**config.mk**
```make
export PLATFORM = sky130hd
export DESIGN_NAME = cpu_multicycle_control
export DESIGN_NICKNAME = d
export VERILOG_FILES = /design/src/rtl/cpu_multicycle_control.sv
export SDC_FILE = /design/constraint.sdc
export NUM_CORES = 1
export LEC_CHECK = 0
export BUFFER_PORTS_ARGS = -buffer_cell sky130_fd_sc_hd__buf_2
export CAP_MARGIN = 40
export CORE_AREA = 3 3 80 82
export DETAILED_ROUTE_END_ITERATION = 6
export DIE_AREA = 0 0 83 85
export PLACE_DENSITY_LB_ADDON = 0.1
export SLEW_MARGIN = 20
export SYNTH_ARGS = -nofsm -noshare
export SYNTH_HDL_FRONTEND = slang
export SYNTH_SLANG_ARGS = --single-unit
```
**constraint.sdc**
```tcl
create_clock -name clk -period 1.7 [get_ports clk]
set_input_delay 0.34 -clock clk [delete_from_list [all_inputs] [get_ports clk]]
set_output_delay 0.34 -clock clk [all_outputs]
set_load 0.05 [all_outputs]
```
**src/rtl/cpu_multicycle_control.sv**
```systemverilog
// Multi-cycle sequencing controller: fetch/decode/execute/memory/writeback
// over a ready/valid memory port, with illegal-opcode and timeout traps.
package cpu_multicycle_pkg;
    typedef enum logic [2:0] {
        R_TYPE,
        I_TYPE,
        S_TYPE,
        B_TYPE,
        U_TYPE,
        J_TYPE
    } instruction_type_t;

    typedef enum logic [3:0] {
        CL_LOAD,
        CL_STORE,
        CL_BRANCH,
        CL_OP,
        CL_OP_IMM,
        CL_LUI,
        CL_AUIPC,
        CL_JAL,
        CL_JALR,
        CL_SYSTEM,
        CL_MISC_MEM
    } op_class_t;
endpackage

module cpu_multicycle_control
    import cpu_multicycle_pkg::*;
#(
    parameter int CNT_W       = 32,
    parameter int MEM_TIMEOUT = 15
) (
    input  logic              clk,
    input  logic              rst_n,
    input  logic [31:0]       instruction,
    input  logic              mem_ready,
    input  logic              alu_equal,
    input  logic              alu_less_than,
    input  logic              alu_less_than_u,
    output logic              mem_req,
    output logic              mem_we,
    output logic              ir_write,
    output logic              reg_write,
    output logic              pc_write,
    output logic [1:0]        pc_src,
    output instruction_type_t instruction_type,
    output logic              illegal,
    output logic              bus_error,
    output logic [CNT_W-1:0]  instret
);
    localparam int TW = (MEM_TIMEOUT < 1) ? 1 : $clog2(MEM_TIMEOUT + 1);

    typedef enum logic [2:0] {
        S_START,
        S_FETCH,
        S_DECODE,
        S_EXECUTE,
        S_MEMORY,
        S_WRITEBACK,
        S_TRAP
    } state_t;

    state_t            state, state_nxt;
    op_class_t         cls_q, cls_nxt, dec_cls;
    instruction_type_t type_q, type_nxt, dec_type;
    logic              taken_q, taken_nxt;
    logic [TW-1:0]     wait_q, wait_nxt, wait_inc;
    logic [CNT_W-1:0]  instret_q, instret_nxt;
    logic              illegal_q, illegal_nxt;
    logic              bus_q, bus_nxt;
    logic              dec_ok, br_cond, timeout_hit;

    wire [6:0] opcode = instruction[6:0];
    wire [2:0] funct3 = instruction[14:12];

    logic unused_bits;
    assign unused_bits = ^{instruction[31:15], instruction[11:7]};

    assign instruction_type = type_q;
    assign illegal          = illegal_q;
    assign bus_error        = bus_q;
    assign instret          = instret_q;

    assign wait_inc    = wait_q + TW'(1);
    assign timeout_hit = (MEM_TIMEOUT != 0) &&
                         (wait_inc == TW'(MEM_TIMEOUT));

    always_comb begin
        dec_ok   = 1'b1;
        dec_type = R_TYPE;
        dec_cls  = CL_OP;
        unique case (opcode)
            7'b0000011: begin dec_type = I_TYPE; dec_cls = CL_LOAD;     end
            7'b0010011: begin dec_type = I_TYPE; dec_cls = CL_OP_IMM;   end
            7'b1100111: begin dec_type = I_TYPE; dec_cls = CL_JALR;     end
            7'b1110011: begin dec_type = I_TYPE; dec_cls = CL_SYSTEM;   end
            7'b0001111: begin dec_type = I_TYPE; dec_cls = CL_MISC_MEM; end
            7'b0100011: begin dec_type = S_TYPE; dec_cls = CL_STORE;    end
            7'b0110011: begin dec_type = R_TYPE; dec_cls = CL_OP;       end
            7'b0110111: begin dec_type = U_TYPE; dec_cls = CL_LUI;      end
            7'b0010111: begin dec_type = U_TYPE; dec_cls = CL_AUIPC;    end
            7'b1101111: begin dec_type = J_TYPE; dec_cls = CL_JAL;      end
            7'b1100011: begin
                dec_type = B_TYPE;
                dec_cls  = CL_BRANCH;
                dec_ok   = (funct3[2:1] != 2'b01);
            end
            default: dec_ok = 1'b0;
        endcase
    end

    always_comb begin
        br_cond = 1'b0;
        unique case (funct3)
            3'b000:  br_cond = alu_equal;
            3'b001:  br_cond = !alu_equal;
            3'b100:  br_cond = alu_less_than;
            3'b101:  br_cond = !alu_less_than;
            3'b110:  br_cond = alu_less_than_u;
            3'b111:  br_cond = !alu_less_than_u;
            default: br_cond = 1'b0;
        endcase
    end

    always_ff @(posedge clk or negedge rst_n) begin
        if (!rst_n) begin
            state     <= S_START;
            cls_q     <= CL_OP;
            type_q    <= R_TYPE;
            taken_q   <= 1'b0;
            wait_q    <= '0;
            instret_q <= '0;
            illegal_q <= 1'b0;
            bus_q     <= 1'b0;
        end else begin
            state     <= state_nxt;
            cls_q     <= cls_nxt;
            type_q    <= type_nxt;
            taken_q   <= taken_nxt;
            wait_q    <= wait_nxt;
            instret_q <= instret_nxt;
            illegal_q <= illegal_nxt;
            bus_q     <= bus_nxt;
        end
    end

    always_comb begin
        state_nxt   = state;
        cls_nxt     = cls_q;
        type_nxt    = type_q;
        taken_nxt   = taken_q;
        wait_nxt    = '0;
        instret_nxt = instret_q;
        illegal_nxt = illegal_q;
        bus_nxt     = bus_q;
        mem_req     = 1'b0;
        mem_we      = 1'b0;
        ir_write    = 1'b0;
        reg_write   = 1'b0;
        pc_write    = 1'b0;
        pc_src      = 2'd0;
        unique case (state)
            S_START: state_nxt = S_FETCH;
            S_FETCH: begin
                mem_req = 1'b1;
                if (mem_ready) begin
                    ir_write  = 1'b1;
                    state_nxt = S_DECODE;
                end else if (timeout_hit) begin
                    bus_nxt   = 1'b1;
                    state_nxt = S_TRAP;
                end else begin
                    wait_nxt = wait_inc;
                end
            end
            S_DECODE: begin
                if (!dec_ok) begin
                    illegal_nxt = 1'b1;
                    state_nxt   = S_TRAP;
                end else begin
                    type_nxt  = dec_type;
                    cls_nxt   = dec_cls;
                    state_nxt = S_EXECUTE;
                end
            end
            S_EXECUTE: begin
                taken_nxt = (cls_q == CL_BRANCH) && br_cond;
                if (cls_q == CL_LOAD || cls_q == CL_STORE)
                    state_nxt = S_MEMORY;
                else
                    state_nxt = S_WRITEBACK;
            end
            S_MEMORY: begin
                mem_req = 1'b1;
                mem_we  = (cls_q == CL_STORE);
                if (mem_ready) begin
                    state_nxt = S_WRITEBACK;
                end else if (timeout_hit) begin
                    bus_nxt   = 1'b1;
                    state_nxt = S_TRAP;
                end else begin
                    wait_nxt = wait_inc;
                end
            end
            S_WRITEBACK: begin
                pc_write    = 1'b1;
                instret_nxt = instret_q + CNT_W'(1);
                reg_write   = cls_q inside {CL_OP, CL_OP_IMM, CL_LOAD,
                                            CL_LUI, CL_AUIPC, CL_JAL,
                                            CL_JALR};
                if (cls_q == CL_JALR)
                    pc_src = 2'd2;
                else if (cls_q == CL_JAL || taken_q)
                    pc_src = 2'd1;
                state_nxt = S_FETCH;
            end
            S_TRAP: state_nxt = S_TRAP;
            default: state_nxt = S_START;
        endcase
    end
endmodule
```
==> results of run 1 <==
==> area by class of cell <==
type / count / area (um^2)
Tap cell: 75 / 93.8
Clock buffer: 6 / 82.6
Inverter: 6 / 26.3
Multi-Input combinational cell: 201 / 1560
Timing Repair Buffer: 109 / 768
Clock inverter: 2 / 37.5
Sequential cell: 49 / 1250
Fill cell: 509 / 2000
==> worst max-delay path, cell delays in order (launching register included) <==
cell and delay (ps):
dfrtp_1 400, nand2b_4 140, or2_4 240, clkinvlp_4 70
and4b_4 260, buf_8 150
==> sequential cells by signal, indices dropped and copies added, names as in the netlist <==
name	cells
cls_q	4
instruction_type	3
wait_q	4
taken_q	1
instret	32
state	3
bus_error	1
illegal	1
==> report_power, final <==
part           leakage, nW  switching [mW]  internal, mW
clock network       0.0574           0.387         0.479
logic                 1.22           0.986         0.813
registers            0.640           0.170          1.34
==> layer usage <==
metal | up-vias | part of all wire | track usage
met5 | - | 0 | 0
met3 | 5 | 0.039 | 0.0282
met4 | 0 | 0.013 | 0.0624
met1 | 1098 | 0.45 | 0.223
li1 | 1129 | - | -
met2 | 45 | 0.50 | 0.295
==> timing repair <==
| item | 4_1_cts | 5_1_grt |
|---|---|---|
| endpoints found under the setup margin | 19 | 33 |
| pin swaps | 18 | 21 |
| setup buffers | 7 | 10 |
| gates resized for setup | 48 | 21 |
==> worst paths after layout <==
path                                            to                  start  cells past startpoint
hold reg to reg              bus_error$_DFFE_PN0P_  bus_error$_DFFE_PN0P_                      1
setup / recovery                         pc_src[1]     state[1]$_DFF_PN0_                      5
max in group asynchronous     cls_q[1]$_DFFE_PN1P_                  rst_n                      2
hold / removal              instret[6]$_DFFE_PN0P_                  rst_n                      2
min in group clk              cls_q[0]$_DFFE_PN1P_         instruction[0]                      3
setup reg to reg           instret[18]$_DFFE_PN0P_     state[1]$_DFF_PN0_                      7
==> cell usage in the layout (no fill, tap or decap), types with 4 or more instances in the layout <==
| cell type | count |
|---|---|
| buf_4 | 41 |
| dfrtp_1 | 33 |
| nand2b_4 | 4 |
| clkbuf_8 | 6 |
| inv_1 | 5 |
| a21oi_1 | 6 |
| nand4_1 | 7 |
| o21ai_0 | 5 |
| mux2_4 | 7 |
| buf_2 | 52 |
| and3_1 | 4 |
| nor2_2 | 4 |
| nand2_1 | 26 |
| nor2_4 | 5 |
| buf_6 | 12 |
| nand3_1 | 7 |
| nor2_1 | 20 |
| xnor2_1 | 22 |
| nand3_2 | 5 |
| xor2_1 | 14 |
| dfrtp_2 | 14 |
==> cells by family after synthesis <==
group	Yosys count
and+or+nand+nor	122
xor gates and xnor gates	38
muxes	8
buffers and inverters	13
AOI/OAI and AO/OA	30
DFF	49
adders and majority gates	3
==> through the flow <==
| stage | setup WS (ps) | TNS (ps) | cell area, um^2 | utilization | total power [mW] |
|---|---|---|---|---|---|
| after floorplan | -281 | -3210 | 2700 | - | 2.45 |
| after global placement | -264 | -2090 | 3330 | 0.573 | 2.88 |
| after detailed placement | -285 | -2470 | 3330 | 0.573 | 2.90 |
| after CTS | -179 | -2040 | 3680 | 0.633 | 4.08 |
| after global routing | -274 | -4240 | 3810 | 0.655 | 4.43 |
| final | -202 | -2060 | 3810 | 0.655 | 4.17 |
==> flow_summary.yaml, run 1 <==
status:
  status: "finished, violations left"
  violations: "negative setup slack"
floorplanning:
  pin_count: 82
  core_um2: 5820
  die-area_um2: 7060
  fp.dieW_um: 83
  die_y_um: 85
  start_util: 0.449
  num_rows: 28
synthesis:
  yosysMostFrequentCell: "dfrtp_1"
  synth_fa_ha_area_frac: 0.0144
  synth.top_cell.area_share: 0.450
  synth_top_family_by_area: "simple AND/OR/NAND/NOR gates"
  ys_seq_area_frac: 0.470
  synthMuxAreaShare: 0.0441
  synth_edf_count: 0
  yosysUniqueCellTypes: 48
  synth_nets: 304
  synthTopCellsByCount: "47 x dfrtp_1, 32 x nand2_1, 29 x nor2_1, 24 x xnor2_1, 14 x xor2_1"
  synth_simple_gate_area_frac: 0.238
  synth_top_cells_by_area: "dfrtp_1 45%, xnor2_1 8.0%, xor2_1 4.7%"
  synth_xor_xnor_area_share: 0.127
  ys_seq_elements: 49
  synth-compound-area-share: 0.0781
  syn-mean-instance-area_um2: 9.93
  synth.largest_area_cell: "dfrtp_1"
  yosys_warnings: 0
  synthFlopType: "dfrtp_1"
  async_reset_ff_frac: 1.00
  synth_cells: 263
  synthesis.area_um2: 2610
timing:
  layout_setup_ws_ps: -202
  fin_crit_sh: 1.12
  rsz0062_at_grt: "true"
  holdWs_ps: 13.3
  drv_slew: 0
  finClkSkew_ps: 9.49
  fmax_ghz: 0.526
  worst_pin_slew_ps: 316
  finalHoldViolCount: 0
  fin_crit_ps: 1900
  max_slew_margin: 0.788
  finalSetupViolCount: 23
power_and_ir_drop:
  p_leak_nw: 1.92
  power_density_nw_per_um2: 1100
  ir_drop_mv: 0.697
layout:
  finalNonFillerCells: 448
  drive_gt1_frac: 0.485
  area_growth_pct: 45.9
  n_antenna_cell: 0
  num-nets-final: 413
setup_path:
  required_ps: 1360
  start_kind: "flop"
  end_kind: "output port"
  cp_max_fo: 2
  worstPathArrival_ps: 1560
  timing_worst_setup_path_type: "reg2out"
  ff2ff_setup_slack_ps: -170
route:
  drt_wl_total_um: 5960
  drtAntennaViolNets: 0
  avgViaCountPerCell: 5.08
  initialDrtViolationCount: 74
  drc: 0
  drt_first_pass_iters: 4
  avgRoutedWirePerCell_um: 13.3
  via_count: 2277
place:
  place_inst: 428
  io_buffers: 59
  dp_hpwl_um: 4170
  place.gp.congestion: 0.799
global_routing:
  grt_pass1_vias: 2204
  antenna_found_initial: 0
  grt_pass1_wl_um: 10200
  track_usage: 0.173
  grt_max_degree: 50
  grt_overflow: 0
cts:
  cts.sinks: 49
  cts_buffer_depth: 2
  h-tree-depth: 2
  clk_pin_slew_ps: 90
  cts_tree: "yes"
  clkLatencyLatePin_ps: 300
  hold_buffers: 0
  cts_buffers: 5
  ctsRootBufferMaster: "clkbuf_8"
hold_path:
  holdCritPathClass: "in2async"
run:
  timing.max_cap.violations: 0
No activity file was read; power rests on OpenSTA's default activity.
==> run 2: changes to the inputs <==
Settings changed: CORE_AREA 3 3 80 82 to 3 3 73 75, DIE_AREA 0 0 83 85 to 0 0 76 78.
Clock period 1.7 ns to 2.2 ns, I/O delays scaled along.
==> run 2 against run 1 <==
- the flow now finishes without violations
- core utilization is 1.1 points higher
- sequential cell count did not move
- critical path depth did not move
- worst hold slack improved by 100 ps
==> flow_summary.yaml, run 2 (synthesis results as in run 1) <==
status:
  status: "completed"
cts:
  cts_buffer_depth: 2
  h-tree-depth: 2
  cts_tree: "yes"
  cts.sinks: 49
  ctsRootBufferMaster: "clkbuf_8"
  cts_buffers: 5
  clkLatencyLatePin_ps: 300
  hold_buffers: 0
  clk_pin_slew_ps: 90
global_routing:
  track_usage: 0.187
  grt_pass1_vias: 1997
  grt_max_degree: 27
  grt_overflow: 0
  grt_pass1_wl_um: 9040
  antenna_found_initial: 0
route:
  initialDrtViolationCount: 103
  via_count: 2080
  drt_wl_total_um: 5080
  drtAntennaViolNets: 0
  drc: 0
  avgViaCountPerCell: 5.23
  drt_first_pass_iters: 4
  avgRoutedWirePerCell_um: 12.8
timing:
  max_slew_margin: 0.634
  finalHoldViolCount: 0
  layout_setup_ws_ps: 112
  worst_pin_slew_ps: 549
  fmax_ghz: 0.479
  fin_crit_ps: 2090
  finalSetupViolCount: 0
  fin_crit_sh: 0.949
  rsz0062_at_grt: "false"
  drv_slew: 0
  finClkSkew_ps: 10.2
  holdWs_ps: 113
floorplanning:
  core_um2: 4720
  num_rows: 25
  fp.dieW_um: 76
  start_util: 0.553
  die-area_um2: 5930
  die_y_um: 78
  pin_count: 82
layout:
  finalNonFillerCells: 398
  final_cell_mix: "58 x buf_2, 45 x dfrtp_1, 32 x nand2_1"
  n_antenna_cell: 0
  area_growth_pct: 20.4
  final_common_cell: "buf_2"
  ff_latch_area_um2: 1230
  num-nets-final: 371
  fillCellCount: 407
  fin_util: 0.666
  drive_gt1_frac: 0.278
  multi_input_area_um2: 1310
  largest_reg_flops: 32
setup_path:
  end_kind: "output port"
  worstPathCellList: "nand2b_1 -> or2_4 -> clkinvlp_4 -> and4b_2 -> buf_4"
  cpPeakStageDelay_ps: 380
  timing_worst_setup_path_type: "reg2out"
  ff2ff_setup_slack_ps: 300
  start_kind: "flop"
  cp_max_fo: 5
  worstPathArrival_ps: 1650
  required_ps: 1760
  cp_slowest_cell: "dfrtp_1"
power_and_ir_drop:
  p_sw_mw: 1.03
  p_leak_nw: 1.59
  p_sw_frac: 0.377
  seqPwrFrac: 0.427
  p_int_mw: 1.71
  ir_drop_mv: 0.626
  p_clk_frac: 0.242
  p_comb_frac: 0.331
  power_density_nw_per_um2: 870
place:
  io_buffers: 59
  place_inst: 389
  dp_hpwl_um: 3890
  dpl_worst_slack_ps: -0.993
  place.gp.congestion: 0.854
run:
  timing.max_cap.violations: 0
hold_path:
  holdCritPathClass: "in2async"
run 2: final timing paths:
kind / startpoint / endpoint / cells after the start
worst max-delay path: state[1]$_DFF_PN0_ / pc_src[1] / 5
worst min-delay path: rst_n / instret[31]$_DFFE_PN0P_ / 1
worst max register to register: state[1]$_DFF_PN0_ / instret[18]$_DFFE_PN0P_ / 7
worst min register to register: illegal$_DFFE_PN0P_ / illegal$_DFFE_PN0P_ / 1
max in group asynchronous: rst_n / cls_q[3]$_DFFE_PN0P_ / 2
min in group clk: illegal$_DFFE_PN0P_ / illegal$_DFFE_PN0P_ / 1
run 2: through the flow:
| step | power, mW | instance area (um^2) | setup TNS [ps] |
|---|---|---|---|
| after floorplan | 1.84 | 2620 | -28.9 |
| after global placement | 2.06 | 3010 | 0 |
| after detailed placement | 2.07 | 3010 | -0.993 |
| after CTS | 2.74 | 3130 | 0 |
| after global routing | 2.90 | 3150 | 0 |
| final | 2.74 | 3150 | 0 |
run 2: final cells by class:
| class | count | area share |
|---|---|---|
| clock inverter | 2 | 0.0119 |
| sequential | 49 | 0.391 |
| inverter | 6 | 0.00835 |
| timing repair buffer | 67 | 0.118 |
| multi-input combinational | 201 | 0.418 |
| clock buffer | 6 | 0.0263 |
| tap | 67 | 0.0267 |
run 2: metal layers:
| layer | vias up | share of wire | global-route usage |
|---|---|---|---|
| met1 | 988 | 0.46 | 0.238 |
| met2 | 47 | 0.48 | 0.309 |
| met5 | - | 0 | 0 |
| li1 | 1039 | - | - |
| met4 | 0 | 0.016 | 0.0725 |
| met3 | 6 | 0.044 | 0.0441 |
run 2: critical path: cells and delay by family, from the launching register on:
family                 cells  cell delay (ps)
buffers and inverters      2              280
and+or+nand+nor            3              690
DFF                        1              380
run 2: power by group through the flow:
stage | clock network (mW) | logic [mW] | registers, mW
floorplan | 0 | 0.532 | 1.31
detailed placement | 0 | 0.879 | 1.20
CTS | 0.680 | 0.882 | 1.18
global route | 0.715 | 0.987 | 1.20
global placement | 0 | 0.865 | 1.19
finish | 0.663 | 0.905 | 1.17
run 2: what timing repair did:
item / 4_1_cts / 5_1_grt
buffers inserted: 0 / 1
gates resized for setup: 2 / 2
pin swaps: 0 / 0
setup endpoints to repair: 1 / 1
